**src/rtl/coprime_pair_scanner.sv**
```systemverilog
// Sweep controller around a combinational coprime checker: walks every (a,b)
// pair within the latched bounds and streams out the pairs the checker flags.
module coprime_pair_scanner #(
  parameter int WIDTH = 4
) (
  input  logic               clk,
  input  logic               rst_n,
  input  logic               start,
  input  logic [WIDTH-1:0]   a_max,
  input  logic [WIDTH-1:0]   b_max,
  output logic [WIDTH-1:0]   chk_a,
  output logic [WIDTH-1:0]   chk_b,
  input  logic               chk_result,
  output logic               out_valid,
  input  logic               out_ready,
  output logic [WIDTH-1:0]   out_a,
  output logic [WIDTH-1:0]   out_b,
  output logic               busy,
  output logic               done,
  output logic [2*WIDTH-1:0] pair_count
);

  // state   | meaning
  // S_IDLE  | waiting for start; bounds and count latched on accept
  // S_PROBE | chk_a/chk_b on checker, verdict sampled at end of cycle
  // S_EMIT  | flagged pair held on out_a/out_b until out_ready
  // S_DONE  | one-cycle done pulse
  typedef enum logic [1:0] {S_IDLE, S_PROBE, S_EMIT, S_DONE} state_t;

  localparam logic [WIDTH-1:0]   OP_ONE  = WIDTH'(1);
  localparam logic [2*WIDTH-1:0] CNT_ONE = (2*WIDTH)'(1);

  state_t           state, state_nxt;
  logic [WIDTH-1:0] a_max_q, b_max_q;
  logic             last_pair;
  logic             bound_zero;
  logic             advance;

  assign last_pair  = (chk_a == a_max_q) && (chk_b == b_max_q);
  assign bound_zero = (a_max == '0) || (b_max == '0);
  assign advance    = ((state == S_PROBE) && !chk_result) ||
                      ((state == S_EMIT) && out_ready);

  always_ff @(posedge clk or negedge rst_n) begin
    if (!rst_n) state <= S_IDLE;
    else        state <= state_nxt;
  end

  always_comb begin
    state_nxt = state;
    unique case (state)
      S_IDLE:  if (start) state_nxt = bound_zero ? S_DONE : S_PROBE;
      S_PROBE: begin
        if (chk_result)     state_nxt = S_EMIT;
        else if (last_pair) state_nxt = S_DONE;
      end
      S_EMIT:  if (out_ready) state_nxt = last_pair ? S_DONE : S_PROBE;
      S_DONE:  state_nxt = S_IDLE;
      default: state_nxt = S_IDLE;
    endcase
  end

  always_ff @(posedge clk or negedge rst_n) begin
    if (!rst_n) begin
      a_max_q    <= '0;
      b_max_q    <= '0;
      chk_a      <= '0;
      chk_b      <= '0;
      out_a      <= '0;
      out_b      <= '0;
      pair_count <= '0;
    end else begin
      if ((state == S_IDLE) && start) begin
        a_max_q    <= a_max;
        b_max_q    <= b_max;
        pair_count <= '0;
        chk_a      <= OP_ONE;
        chk_b      <= OP_ONE;
      end
      if ((state == S_PROBE) && chk_result) begin
        out_a      <= chk_a;
        out_b      <= chk_b;
        pair_count <= pair_count + CNT_ONE;
      end
      // The final pair is left in place so the operands never run past the bounds.
      if (advance && !last_pair) begin
        if (chk_b == b_max_q) begin
          chk_b <= OP_ONE;
          chk_a <= chk_a + OP_ONE;
        end else begin
          chk_b <= chk_b + OP_ONE;
        end
      end
    end
  end

  assign out_valid = (state == S_EMIT);
  assign busy      = (state == S_PROBE) || (state == S_EMIT);
  assign done      = (state == S_DONE);

endmodule

```
**config.mk**
```make
export PLATFORM = sky130hd
export DESIGN_NAME = coprime_pair_scanner
export DESIGN_NICKNAME = d
export VERILOG_FILES = /design/src/rtl/coprime_pair_scanner.sv
export SDC_FILE = /design/constraint.sdc
export NUM_CORES = 1
export LEC_CHECK = 0
export CORE_ASPECT_RATIO = 1.75
export CORE_MARGIN = 10
export CORE_UTILIZATION = 46
export CTS_CLUSTER_DIAMETER = 100
export CTS_CLUSTER_SIZE = 20
export DETAILED_ROUTE_END_ITERATION = 8
export PLACE_DENSITY = 0.77
export SYNTH_ARGS = -nofsm -noshare
export SYNTH_HDL_FRONTEND = slang
export SYNTH_SLANG_ARGS = --single-unit
```
**constraint.sdc**
```tcl
create_clock -name clk -period 5.1 [get_ports clk]
set_clock_uncertainty 0.15 [all_clocks]
set_input_delay 0.765 -clock clk [delete_from_list [all_inputs] [get_ports clk]]
set_output_delay 0.765 -clock clk [all_outputs]
set_load 0.005 [all_outputs]
```
==> metrics.md <==
| Metric | Value |
|---|---|
| I/O pin count | 40 |
| Nature of the critical path startpoint | flop |
| Total iterations of the first detailed-routing run | 4 |
| Worst hold margin | approximately 340 ps |
| Static Leak | between 0.9 and 1 nW |
| Mapped Cells | between 100 and 150 |
| Gpl congestion | 0.770 |
| Worst hold stages | 1 |
| Post_cts resized | 0 |
| Max Cap Viol | 0 |
| Final layout net count | 208 |
| Syn_area_per_cell | 11.8 um2 |
| Worst setup EP type | output port |
| Tcrit/Tclk final | between 40 and 50% |
| Antenna diode count | 0 |
| Initial core utilization | between 40% and 50% |
| Non-filler instance count after layout | 232 |
| ANT nets after route | 0 |
| Worst min path class | flop to flop |
| Vias in the first global route | 1370 |
| Chip height | 100 um |
| Final setup viols | 0 |
| Yosys reg bits | 34 |
| CTS max path bufs | 2 |
| Total number of yosys warnings | 0 |
| WP data required | 4180 ps |
| Initial antenna violation count | 0 |
| Post-synthesis sequential area ratio | approximately 50% |
| Status | finished clean |
| Number of fill cells in the layout | about 300 |
| First-pass GRT wire length | 6.67 mm |
| Htree depth | 2 |
| Leading area contributor after synthesis | dfrtp_1 |
| Pre-CTS setup slack | 2400 ps |
| # port buffers | 39 |
| CTS Hold Bufs | 0 |
| Die area | 0.00657 mm2 |
| Worst-Skew Late Latency | 280 ps |
| Final design utilization | 61.2% |
| Detailed Place HPWL | ~3.1 mm |
| Post CTS Setup Buffer Count | 0 |
| CTS tree | built |
| Num CTS Buffers | 5 |
| Via count | 1255 |
| Via/cell ratio | 5.41 |
| Mapped Nets | 164 |
| WL per Instance | 17.1 um |
| RSZ-0062 raised after global routing | false |
| Mapped cell area | 0.00168 mm2 |
| Crit path max fanout | 5 |
| Num rows | 29 |
| Grt total ovfl | 0 |
| Fmax | 393 MHz |
| Peak supply drop | 0.328 mV |
| Fin crit period | roughly 2500 ps |
| Post-synth top area share | 50.6% |
| Path depth of the worst reg2reg path | 7 |
| Clk slew on worst S/H paths | 70 ps |
| Initial DRC count | 34 |
| CP Data Arrival Time | around 1600 ps |
| Largest net degree at the start of global routing | 35 |
| Worst-margin pin slew | about 800 ps |
| Core area | 0.00359 mm2 |
| Final Slew Violations | 0 |
| Inst Count DP | around 230 |
| Worst setup margin | 2560 ps |
| Drt total wl | around 4.0 mm |
| Share of cells above drive strength 1 | 15.6% |
| Synth cell types | 32 |
| Critical path class | flop to output port |
| # clock sinks | 34 |
| PD cells | 528 mW/mm2 |
| Setup TNS | 0 ps |
| Final hold violations | 0 |
| Rel. slew slack | 46.8% |
| Die W | roughly 66 um |
| Top cells by area, synth | dfrtp_1 51%, mux2_2 11%, ha_1 6.0%, xor2_1 4.7%, mux2i_1 2.4% |
| Area delta synth->final | 30.8% |
| GRT Overall Usage | 12.9% |
| Root Buffer | clkbuf_8 |
| Drt drc | 0 |
cells by family (layout without fill, tap and decap cells):
family / count (synthesis) / after routing / share of synthesized area [%]
mux: 20 / 20 / 13.1
buf+inv: 8 / 51 / 2.31
fa+ha+maj: 8 / 8 / 5.95
xor+xnor: 10 / 10 / 5.21
compound gates: 28 / 28 / 11.7
simple gates: 35 / 35 / 11.2
flops: 34 / 34 / 50.6
layout by cell type, fill, tap and decap left out:
cell type	count
clkdlybuf4s50_1	39
dfrtp_1	34
mux2_2	16
xor2_1	9
nor2_1	9
nand2_1	8
o21ai_0	8
ha_1	8
nand3_1	6
clkbuf_8	6
inv_1	5
o31ai_1	5
mux2i_1	4
and2_1	3
a21oi_1	3
nand4_1	3
nor4_1	2
a21o_1	2
a31o_2	2
a22o_1	2
nor2b_1	1
nor4_4	1
or3b_1	1
nor3b_1	1
o22ai_1	1
o21ba_2	1
o41ai_1	1
a311o_2	1
xnor2_1	1
a22o_2	1
o211ai_1	1
buf_4	1
power breakdown:
group	total [mW]	switching [mW]	leakage [nW]	internal, mW
Clock	0.195	0.0912	0.0431	0.104
Combinational	0.512	0.226	0.500	0.286
Sequential	0.454	0.0926	0.431	0.361
sequential cells by signal, indices dropped and copies added, names as in the netlist:
signal / cells
chk_b: 4
state: 2
chk_a: 4
pair_count: 8
out_a: 4
b_max_q: 4
out_b: 4
a_max_q: 4
metal layers:
metal / vias to the layer above / track usage, % / routed length (um) / share of wire, %
li1: 598 / - / - / -
met1: 612 / 12.3 / 1450 / 37
met2: 32 / 22.6 / 2170 / 54
met3: 13 / 4.24 / 213 / 5.4
met4: 0 / 8.11 / 144 / 3.6
met5: - / 0 / 0 / 0
worst paths after layout:
kind / from / end / slack (ps)
max: state[0] / out_valid / 2560
min reg2reg: pair_count[7] / pair_count[7] / 340
min in group asynchronous: rst_n / out_b[0] / 730
max reg2reg: state[1] / chk_a[2] / 2800
min: pair_count[7] / pair_count[7] / 340
max in group asynchronous: rst_n / pair_count[5] / 3770
synthesized netlist by cell type:
cell type,number
xor2_1,9
nor3b_1,1
a22o_1,2
nor4_4,1
buf_6,1
nor2_1,9
and2_1,3
a21o_1,2
inv_1,5
o211ai_1,1
a31o_2,2
or3b_1,1
nand2_1,8
buf_1,1
o22ai_1,1
o21ai_0,8
ha_1,8
o41ai_1,1
dfrtp_1,34
o31ai_1,5
a21oi_1,3
nor4_1,2
a22o_2,1
nor2b_1,1
nand3_1,6
buf_2,1
xnor2_1,1
mux2_2,16
mux2i_1,4
nand4_1,3
o21ba_2,1
a311o_2,1
worst max-delay path, stage by stage (launching register included):
cell and delay (ps):
dfrtp_1 440, inv_1 140, ha_1 230, clkdlybuf4s50_1 530
metrics by stage:
step / total power, mW / instance area (um2)
6_report: 1.16 / 2200
5_1_grt: 1.24 / 2200
4_1_cts: 1.17 / 2200
3_5_place_dp: 0.975 / 2120
3_3_place_gp: 0.942 / 2120
2_1_floorplan: 0.747 / 1680
cell type report:
cell class	count	area (um2)	share of cell area, %
clock buffer	6	82.6	3.75
inverter	5	18.8	0.853
sequential	34	851	38.7
tap	46	57.6	2.62
multi-input combinational	101	792	36.0
timing repair buffer	40	398	18.1
Power figures use the tool's default switching activity.
==> RTL edit, RTL diff (config.mk and constraints unchanged) <==
Put one more register stage on the output `pair_count`, cleared by the reset. The value now appears one clock later. The other outputs are not delayed to match.
--- a/src/rtl/coprime_pair_scanner.sv
+++ b/src/rtl/coprime_pair_scanner.sv
@@ -29,6 +29,8 @@
 
   localparam logic [WIDTH-1:0]   OP_ONE  = WIDTH'(1);
   localparam logic [2*WIDTH-1:0] CNT_ONE = (2*WIDTH)'(1);
+
+  logic [2*WIDTH-1:0] pair_count_s0;
 
   state_t           state, state_nxt;
   logic [WIDTH-1:0] a_max_q, b_max_q;
@@ -68,19 +70,19 @@
       chk_b      <= '0;
       out_a      <= '0;
       out_b      <= '0;
-      pair_count <= '0;
+      pair_count_s0 <= '0;
     end else begin
       if ((state == S_IDLE) && start) begin
         a_max_q    <= a_max;
         b_max_q    <= b_max;
-        pair_count <= '0;
+        pair_count_s0 <= '0;
         chk_a      <= OP_ONE;
         chk_b      <= OP_ONE;
       end
       if ((state == S_PROBE) && chk_result) begin
         out_a      <= chk_a;
         out_b      <= chk_b;
-        pair_count <= pair_count + CNT_ONE;
+        pair_count_s0 <= pair_count_s0 + CNT_ONE;
       end
       // The final pair is left in place so the operands never run past the bounds.
       if (advance && !last_pair) begin
@@ -98,5 +100,13 @@
   assign busy      = (state == S_PROBE) || (state == S_EMIT);
   assign done      = (state == S_DONE);
 
+  always_ff @(posedge clk or negedge rst_n) begin
+    if (!rst_n) begin
+      pair_count <= '0;
+    end else begin
+      pair_count <= pair_count_s0;
+    end
+  end
+
 endmodule
 
Formal check against the unedited RTL: not equivalent (a bounded check fails within 4 cycles, from zero or initial values and one cycle with rst_n low).
==> RTL edit against the unedited design <==
Sequential cell count rose by 8; design area is 9.6% higher; via count rose by 4.8%; worst setup slack better by 0.014 ns; wire length grew 0.85%; critical path depth unchanged; clock power grew 28%; area after synthesis grew 12%; total power increased by 8.2%; fmax increased by 0.57%; die area increased by 8.7%; highest routed layer unchanged.
==> RTL edit: results (changes against the unedited design) <==
- Max stage delay on crit path: 0.53 ns (about the same)
- CP Data Arrival Time: 1.61 ns (-0.02 ns)
- Max_slew headroom: 40.5% (-6.3 points)
- HPWL Detailed: 3140 µm (+0.23%)
- Initial DRC count: 30 (-12%)
- Met3 usage: 4.31% (+0.079 points)
- Final GP Congestion: 0.756 (-1.8%)
- Layout cell share with drive strength beyond 1: 14.9% (-0.72 points)
- Global Route met1 Usage: 11.6% (-0.69 points)
- Cell Area, Placed: 2300 µm² (+8.8%)
- Largest registers: pair_count: 8 flops, pair_count_s0: 8 flops
- Met2 WL post-DR: 2260 µm (+4.5%)
- Met3 routed wirelength: 229 µm (+7.5%)
- Final nets: 215 (+3.4%)
- Outcome: finished, final reports clean
- Largest net degree at the start of global routing: 43 (+23%)
- Mean routed wirelength per cell: 16.5 µm (-3.7%)
- Area contributors post-synth: dfrtp_1, mux2_2, ha_1, xor2_1, o21ai_0
- Max VDD drop: 0.394 mV (+20%)
- Crit Path Max Fanout: 4 (-1)
- Post-synth top cells: dfrtp_1, mux2_2, o21ai_0
- Grt met2 use: 20.4% (-2.2 points)
- Leakage power: 1.08 nW (+11%)
- M1 wire length: 1440 µm (-1.2%)
- Place WS: 2.43 ns (+0.0357 ns)
- Final ANT Viol Nets: 0 (unchanged)
- Number of fill cells: 324 (+7.3%)
- Non-Filler Instances: 243 (+4.7%)
- Post-synth net total: 172 (+4.9%)
- Post-synthesis sequential area ratio: 56.0% (+5.4 points)
- GR Util All Layers: 11.9% (-1.0 points)
- Vias/cell: 5.41 (about the same)
- Synth cell types: 33 (+3.1%)
- Vias in the first global route: 1,437 (+4.9%)
- Avg Inst Size Synth: 12.4 µm² (+5.8%)
## RTL edit: worst paths after layout
path / startpoint / end / slack (ns) / depth (start not counted)
max: state[0]$_DFFE_PN0P_ / out_valid / 2.57 / 3
min: pair_count_s0[7]$_DFFE_PN0P_ / pair_count[7]$_DFF_PN0_ / 0.27 / 0
max reg2reg: state[1]$_DFFE_PN0P_ / chk_a[2]$_DFF_PN0_ / 2.83 / 7
min reg2reg: pair_count_s0[7]$_DFFE_PN0P_ / pair_count[7]$_DFF_PN0_ / 0.27 / 0
max in group asynchronous: rst_n / pair_count_s0[1]$_DFFE_PN0P_ / 3.80 / 1
min in group asynchronous: rst_n / out_b[3]$_DFFE_PN0P_ / 0.45 / 1
## RTL edit: worst max-delay path, delay by kind of cell (launching register included)
family	cells	cell delay, ns
buf+inv	2	0.67
flops	1	0.42
fa+ha+maj	1	0.24
## RTL edit: cell families after synthesis
family / count (synthesis) / share of synthesized area [%]
xor gates and xnor gates: 10 / 4.66
adders and majority gates: 8 / 5.33
muxes: 20 / 11.7
DFF: 42 / 56.0
and+or+nand+nor: 34 / 9.79
AOI/OAI and AO/OA: 29 / 10.5
buffers and inverters: 8 / 2.06
## RTL edit: power by group
part	internal (mW)	switching (mW)	total, mW
combinational	0.275	0.218	0.493
clock	0.146	0.103	0.250
sequential	0.428	0.0849	0.512
## RTL edit: cell type report
type / instances / area (µm²) / share of cell area [%]
Clock inverter: 1 / 30.0 / 1.25
Clock buffer: 7 / 76.3 / 3.17
Inverter: 5 / 18.8 / 0.779
Sequential cell: 42 / 1050 / 43.6
Tap cell: 48 / 60.1 / 2.49
Timing Repair Buffer: 39 / 385 / 16.0
Multi-Input combinational cell: 101 / 788 / 32.7
